$ cat src/rtl/keypad_pkg.sv
// Shared types and constants for the 4x4 matrix keypad scanner.
package keypad_pkg;

  typedef enum logic [1:0] {
    SCAN        = 2'd0,
    DEB_PRESS   = 2'd1,
    HELD        = 2'd2,
    DEB_RELEASE = 2'd3
  } state_t;

  // Indexed [row][col]; '*' reads as E and '#' as F.
  localparam logic [3:0] KEYMAP [4][4] = '{
    '{4'h1, 4'h2, 4'h3, 4'hA},
    '{4'h4, 4'h5, 4'h6, 4'hB},
    '{4'h7, 4'h8, 4'h9, 4'hC},
    '{4'hE, 4'h0, 4'hF, 4'hD}
  };

  function automatic logic [1:0] lowest_low(input logic [3:0] r);
    logic [1:0] idx;
    if (!r[0])      idx = 2'd0;
    else if (!r[1]) idx = 2'd1;
    else if (!r[2]) idx = 2'd2;
    else            idx = 2'd3;
    return idx;
  endfunction

endpackage

$ cat src/rtl/sync_2ff.sv
// Two-flop synchroniser for asynchronous inputs; resets to a chosen idle level.
module sync_2ff #(
  parameter int           W    = 1,
  parameter logic [W-1:0] IDLE = '0
) (
  input  logic         clk,
  input  logic         reset,
  input  logic [W-1:0] d,
  output logic [W-1:0] q
);

  logic [W-1:0] meta;

  always_ff @(posedge clk or posedge reset) begin
    if (reset) begin
      meta <= IDLE;
      q    <= IDLE;
    end else begin
      meta <= d;
      q    <= meta;
    end
  end

endmodule

$ cat src/rtl/keypad_scanner.sv
// 4x4 keypad scanner: column scan, press/release debounce, two-deep digit history.
// state       | meaning
// SCAN        | drive columns in turn, sample rows on the last dwell cycle
// DEB_PRESS   | column frozen, count stable-low samples of the latched row
// HELD        | key accepted, wait for the latched row to go high
// DEB_RELEASE | count stable-high samples before resuming the scan
module keypad_scanner
  import keypad_pkg::*;
#(
  parameter int SCAN_DIV        = 4,
  parameter int DEBOUNCE_CYCLES = 8
) (
  input  logic       clk,
  input  logic       reset,
  input  logic [3:0] rows,
  output logic [3:0] cols,
  output logic [3:0] digit_new,
  output logic [3:0] digit_old,
  output logic       key_valid
);

  localparam int DW = (SCAN_DIV > 1) ? $clog2(SCAN_DIV) : 1;
  localparam int CW = $clog2(DEBOUNCE_CYCLES + 1);
  localparam logic [DW-1:0] DWELL_LAST = DW'(SCAN_DIV - 1);
  localparam logic [CW-1:0] PRESS_LAST = CW'(DEBOUNCE_CYCLES);
  localparam logic [CW-1:0] REL_LAST   = CW'(DEBOUNCE_CYCLES - 1);

  logic [3:0]    rows_s;
  state_t        state, state_nx;
  logic [1:0]    col_idx, col_nx;
  logic [1:0]    row_lat, row_nx;
  logic [DW-1:0] dwell, dwell_nx;
  logic [CW-1:0] deb_cnt, deb_nx;
  logic          commit;
  logic          row_high;

  sync_2ff #(.W(4), .IDLE(4'hF)) u_rows_sync (
    .clk   (clk),
    .reset (reset),
    .d     (rows),
    .q     (rows_s)
  );

  assign row_high = rows_s[row_lat];
  assign cols     = ~(4'b0001 << col_idx);

  always_ff @(posedge clk or posedge reset) begin
    if (reset) begin
      state     <= SCAN;
      col_idx   <= 2'd0;
      row_lat   <= 2'd0;
      dwell     <= '0;
      deb_cnt   <= '0;
      digit_new <= 4'h0;
      digit_old <= 4'h0;
      key_valid <= 1'b0;
    end else begin
      state     <= state_nx;
      col_idx   <= col_nx;
      row_lat   <= row_nx;
      dwell     <= dwell_nx;
      deb_cnt   <= deb_nx;
      key_valid <= commit;
      if (commit) begin
        digit_old <= digit_new;
        digit_new <= KEYMAP[row_lat][col_idx];
      end
    end
  end

  always_comb begin
    state_nx = state;
    col_nx   = col_idx;
    row_nx   = row_lat;
    dwell_nx = dwell;
    deb_nx   = deb_cnt;
    commit   = 1'b0;
    case (state)
      SCAN: begin
        if (dwell == DWELL_LAST) begin
          dwell_nx = '0;
          if (rows_s != 4'hF) begin
            row_nx   = lowest_low(rows_s);
            deb_nx   = '0;
            state_nx = DEB_PRESS;
          end else begin
            col_nx = col_idx + 2'd1;
          end
        end else begin
          dwell_nx = dwell + 1'b1;
        end
      end
      DEB_PRESS: begin
        // dwell was cleared on leaving SCAN, so a bounce restarts the same column
        if (row_high) begin
          state_nx = SCAN;
        end else if (deb_cnt == PRESS_LAST) begin
          commit   = 1'b1;
          state_nx = HELD;
        end else begin
          deb_nx = deb_cnt + 1'b1;
        end
      end
      HELD: begin
        if (row_high) begin
          deb_nx   = '0;
          state_nx = DEB_RELEASE;
        end
      end
      DEB_RELEASE: begin
        if (!row_high) begin
          state_nx = HELD;
        end else if (deb_cnt == REL_LAST) begin
          state_nx = SCAN;
        end else begin
          deb_nx = deb_cnt + 1'b1;
        end
      end
      default: state_nx = SCAN;
    endcase
  end

endmodule

$ cat config.mk
export PLATFORM = sky130hd
export DESIGN_NAME = keypad_scanner
export DESIGN_NICKNAME = d
export VERILOG_FILES = /design/src/rtl/keypad_pkg.sv /design/src/rtl/sync_2ff.sv /design/src/rtl/keypad_scanner.sv
export SDC_FILE = /design/constraint.sdc
export NUM_CORES = 1
export LEC_CHECK = 0
export ABC_AREA = 1
export CORE_ASPECT_RATIO = 1.1
export CORE_MARGIN = 3
export CORE_UTILIZATION = 29
export CTS_CLUSTER_SIZE = 20
export DETAILED_ROUTE_END_ITERATION = 10
export PLACE_DENSITY_LB_ADDON = 0.1
export SKIP_CTS_REPAIR_TIMING = 1
export SKIP_LAST_GASP = 1
export SYNTH_ARGS = -nofsm -noshare
export SYNTH_HDL_FRONTEND = slang
export SYNTH_SLANG_ARGS = --single-unit
$ cat constraint.sdc
create_clock -name clk -period 4 [get_ports clk]
set_input_delay 0.8 -clock clk [delete_from_list [all_inputs] [get_ports clk]]
set_output_delay 0.8 -clock clk [all_outputs]
set_load 0.05 [all_outputs]
==> flow_metrics.tcl <==
set metrics [dict create \
    status "finished clean" \
    hp-class "flop to flop" \
    antennaDiodeCount 0 \
    die_h_um 81.8 \
    die_w_um 74.9 \
    fin_crit_sh_pct 68.7 \
    utilization_pct 38.3 \
    syn_nets 177 \
    rows 26 \
    tns_ns 0 \
    nNetsFinal 202 \
    gp_routability_congestion 0.759 \
    viasPerCell 4.50 \
    cts-root-buf "clkbuf_8" \
    crit_fanout 7 \
    clock_latency_ns 0.28 \
    vias 1108 \
    clock.fmax_ghz 0.364 \
    initial_core_util_pct 31.3 \
    grt_max_degree 30 \
    relSlewSlack_pct 29.2 \
    overflow 0 \
    drc_errors 0 \
    pwr-share-seq_pct 34.0 \
    drv_slew 0 \
    cp.required_ns 3.20 \
    skew_ns 0.00514 \
    synth_cell_types 27 \
    rsz0062_at_grt "false" \
    drive_gt1_share_pct 22.6 \
    clockBufferDepth 2 \
    synthTopCellsByCount "nand2_1, inv_1, dfrtp_1" \
    grt_pass1_wl_um 5040 \
    hpwl_um 2020 \
    ios 19 \
    critPathKind "flop to output pin" \
    intPower_mw 0.681 \
    clock_sinks 29 \
    synth_warnings 0 \
    htreeDepth 2 \
    final_hold_viol_count 0 \
    ir_drop_mv 0.185 \
    synthCells 164 \
    drv_cap 0 \
    ys.flop_type "dfrtp_1" \
    drtIter0Drc 49 \
    setup_violations 0 \
    synth.avg_cell_area_um2 9.25 \
    synth_edf_count 0 \
    synth_area_leaders "dfrtp_1, dfstp_2, nand2_1, inv_1, ha_1" \
    grt_pass1_vias 1126 \
    portBuffers 18 \
    crit_arrival_ns 1.95 \
    yosysSeqAreaShare_pct 48.5 \
    final.min_clock_period_ns 2.75 \
    synth_top_cell_area_share_pct 34.7 \
    core_um2 4850 \
    numCtsBuffers 5 \
    detail-route-antenna-nets 0 \
    p_per_area_nw_per_um2 675 \
    wl_per_cell_um 10.9 \
    grt_usage_pct 10.7 \
    netlist_area_um2 1520 \
    power_frac_clock_pct 19.3 \
    die_area_um2 6130 \
    leakage_nw 0.895 \
    antenna_found_initial 0 \
    syn_to_final_growth_pct 22.5 \
    pwr-share-comb_pct 46.7 \
    synth_most_common_cell "nand2_1" \
    tritoncts "built" \
    tightest_slew_ns 1.06 \
    crit_path_end_kind "output pin" \
    synth_area_leader_cell "dfrtp_1" \
    synth-seq-cells 29 \
    routed_wl_um 2680 \
    synthArstFlopShare_pct 100 \
    p_switching_mw 0.574 \
    startpoint_type "flop" \
    swShare_pct 45.7 \
    drtPass1Iterations 4 \
    clkSlewWorstSetupHoldPaths_ns 0.07 \
]
[cells in the final DEF, fill, tap and decap left out, types with 5 or more instances in the layout]
| cell | count |
|---|---|
| dfstp_2 | 8 |
| nand2_1 | 31 |
| clkbuf_8 | 5 |
| clkdlybuf4s50_1 | 18 |
| ha_1 | 7 |
| nand2_4 | 6 |
| dfrtp_1 | 21 |
| inv_1 | 24 |
| o21ai_0 | 8 |
| nor2_1 | 13 |
| nand3_1 | 7 |
[routing by layer]
metal	part of all wire (%)	wire length (um)	vias up	track usage (%)
li1	-	-	560	-
met1	44	1180	513	12.4
met2	49	1310	30	18.3
met3	5.9	157	5	3.67
met4	1.1	30	0	3.74
met5	0	0	-	0
[logic make-up after synthesis]
family / after synthesis / share of synthesized area, %
XOR/XNOR: 2 / 1.16
buffers and inverters: 30 / 7.92
AND/OR/NAND/NOR: 70 / 25.8
flip-flops: 29 / 48.5
adder cells (fa/ha/maj): 7 / 5.78
AO/OA/AOI/OAI: 26 / 10.8
[stage by stage]
step	cell area (um^2)	setup WS, ns	instances	power (mW)	hold slack (ns)
after floorplan	1520	2.20	164	0.878	0.345
after global placement	1770	1.63	238	1.00	0.345
after detailed placement	1770	1.55	238	1.02	0.349
after CTS	1860	1.23	246	1.28	0.359
after global routing	1860	1.15	246	1.36	0.360
final	1860	1.25	246	1.25	0.357
[power groups by stage]
stage | Sequential (mW) | Clock, mW | Combinational [mW]
floorplan | 0.428 | 0 | 0.450
finish | 0.427 | 0.242 | 0.586
CTS | 0.427 | 0.254 | 0.595
global route | 0.439 | 0.265 | 0.654
detailed placement | 0.432 | 0 | 0.591
global placement | 0.428 | 0 | 0.575
[registers in the layout, summed over array words and instances (netlist names), 2 cells and up, named ones only]
name	flops
deb_cnt	4
u_rows_sync.meta	4
u_rows_sync.q	4
row_lat	2
col_idx	2
dwell	2
digit_old	4
digit_new	4
[final cells by class]
class,instances,area [um^2]
clock buffers,5,68.8
flip-flops and latches,29,736
inverters,30,120
fillers,485,2990
multi-input cells,105,661
clock inverters,3,22.5
well taps,56,70.1
repair buffers,18,180
[worst max-delay path: stages, from the launching register on]
cell and delay [ns]:
dfrtp_1 0.46, inv_1 0.16, ha_1 0.22, inv_1 0.05
clkdlybuf4s50_1 0.79
[path summary, 6_finish.rpt]
check                                               from                          to  slack [ns]  cells past startpoint
max                               col_idx[1]$_DFFE_PP0P_                     cols[1]        1.25                      4
min                        u_rows_sync.meta[2]$_DFF_PP1_  u_rows_sync.q[2]$_DFF_PP1_        0.36                      0
max reg2reg                       deb_cnt[0]$_DFFE_PP0P_      deb_cnt[3]$_DFFE_PP0P_        2.52                      8
min reg2reg                u_rows_sync.meta[2]$_DFF_PP1_  u_rows_sync.q[2]$_DFF_PP1_        0.36                      0
max in group asynchronous                          reset        dwell[0]$_DFFE_PP0P_        2.28                      2
min in group asynchronous                          reset    digit_old[3]$_DFFE_PP0P_        1.08                      2
Note: power is estimated with default switching activity, not from simulation.
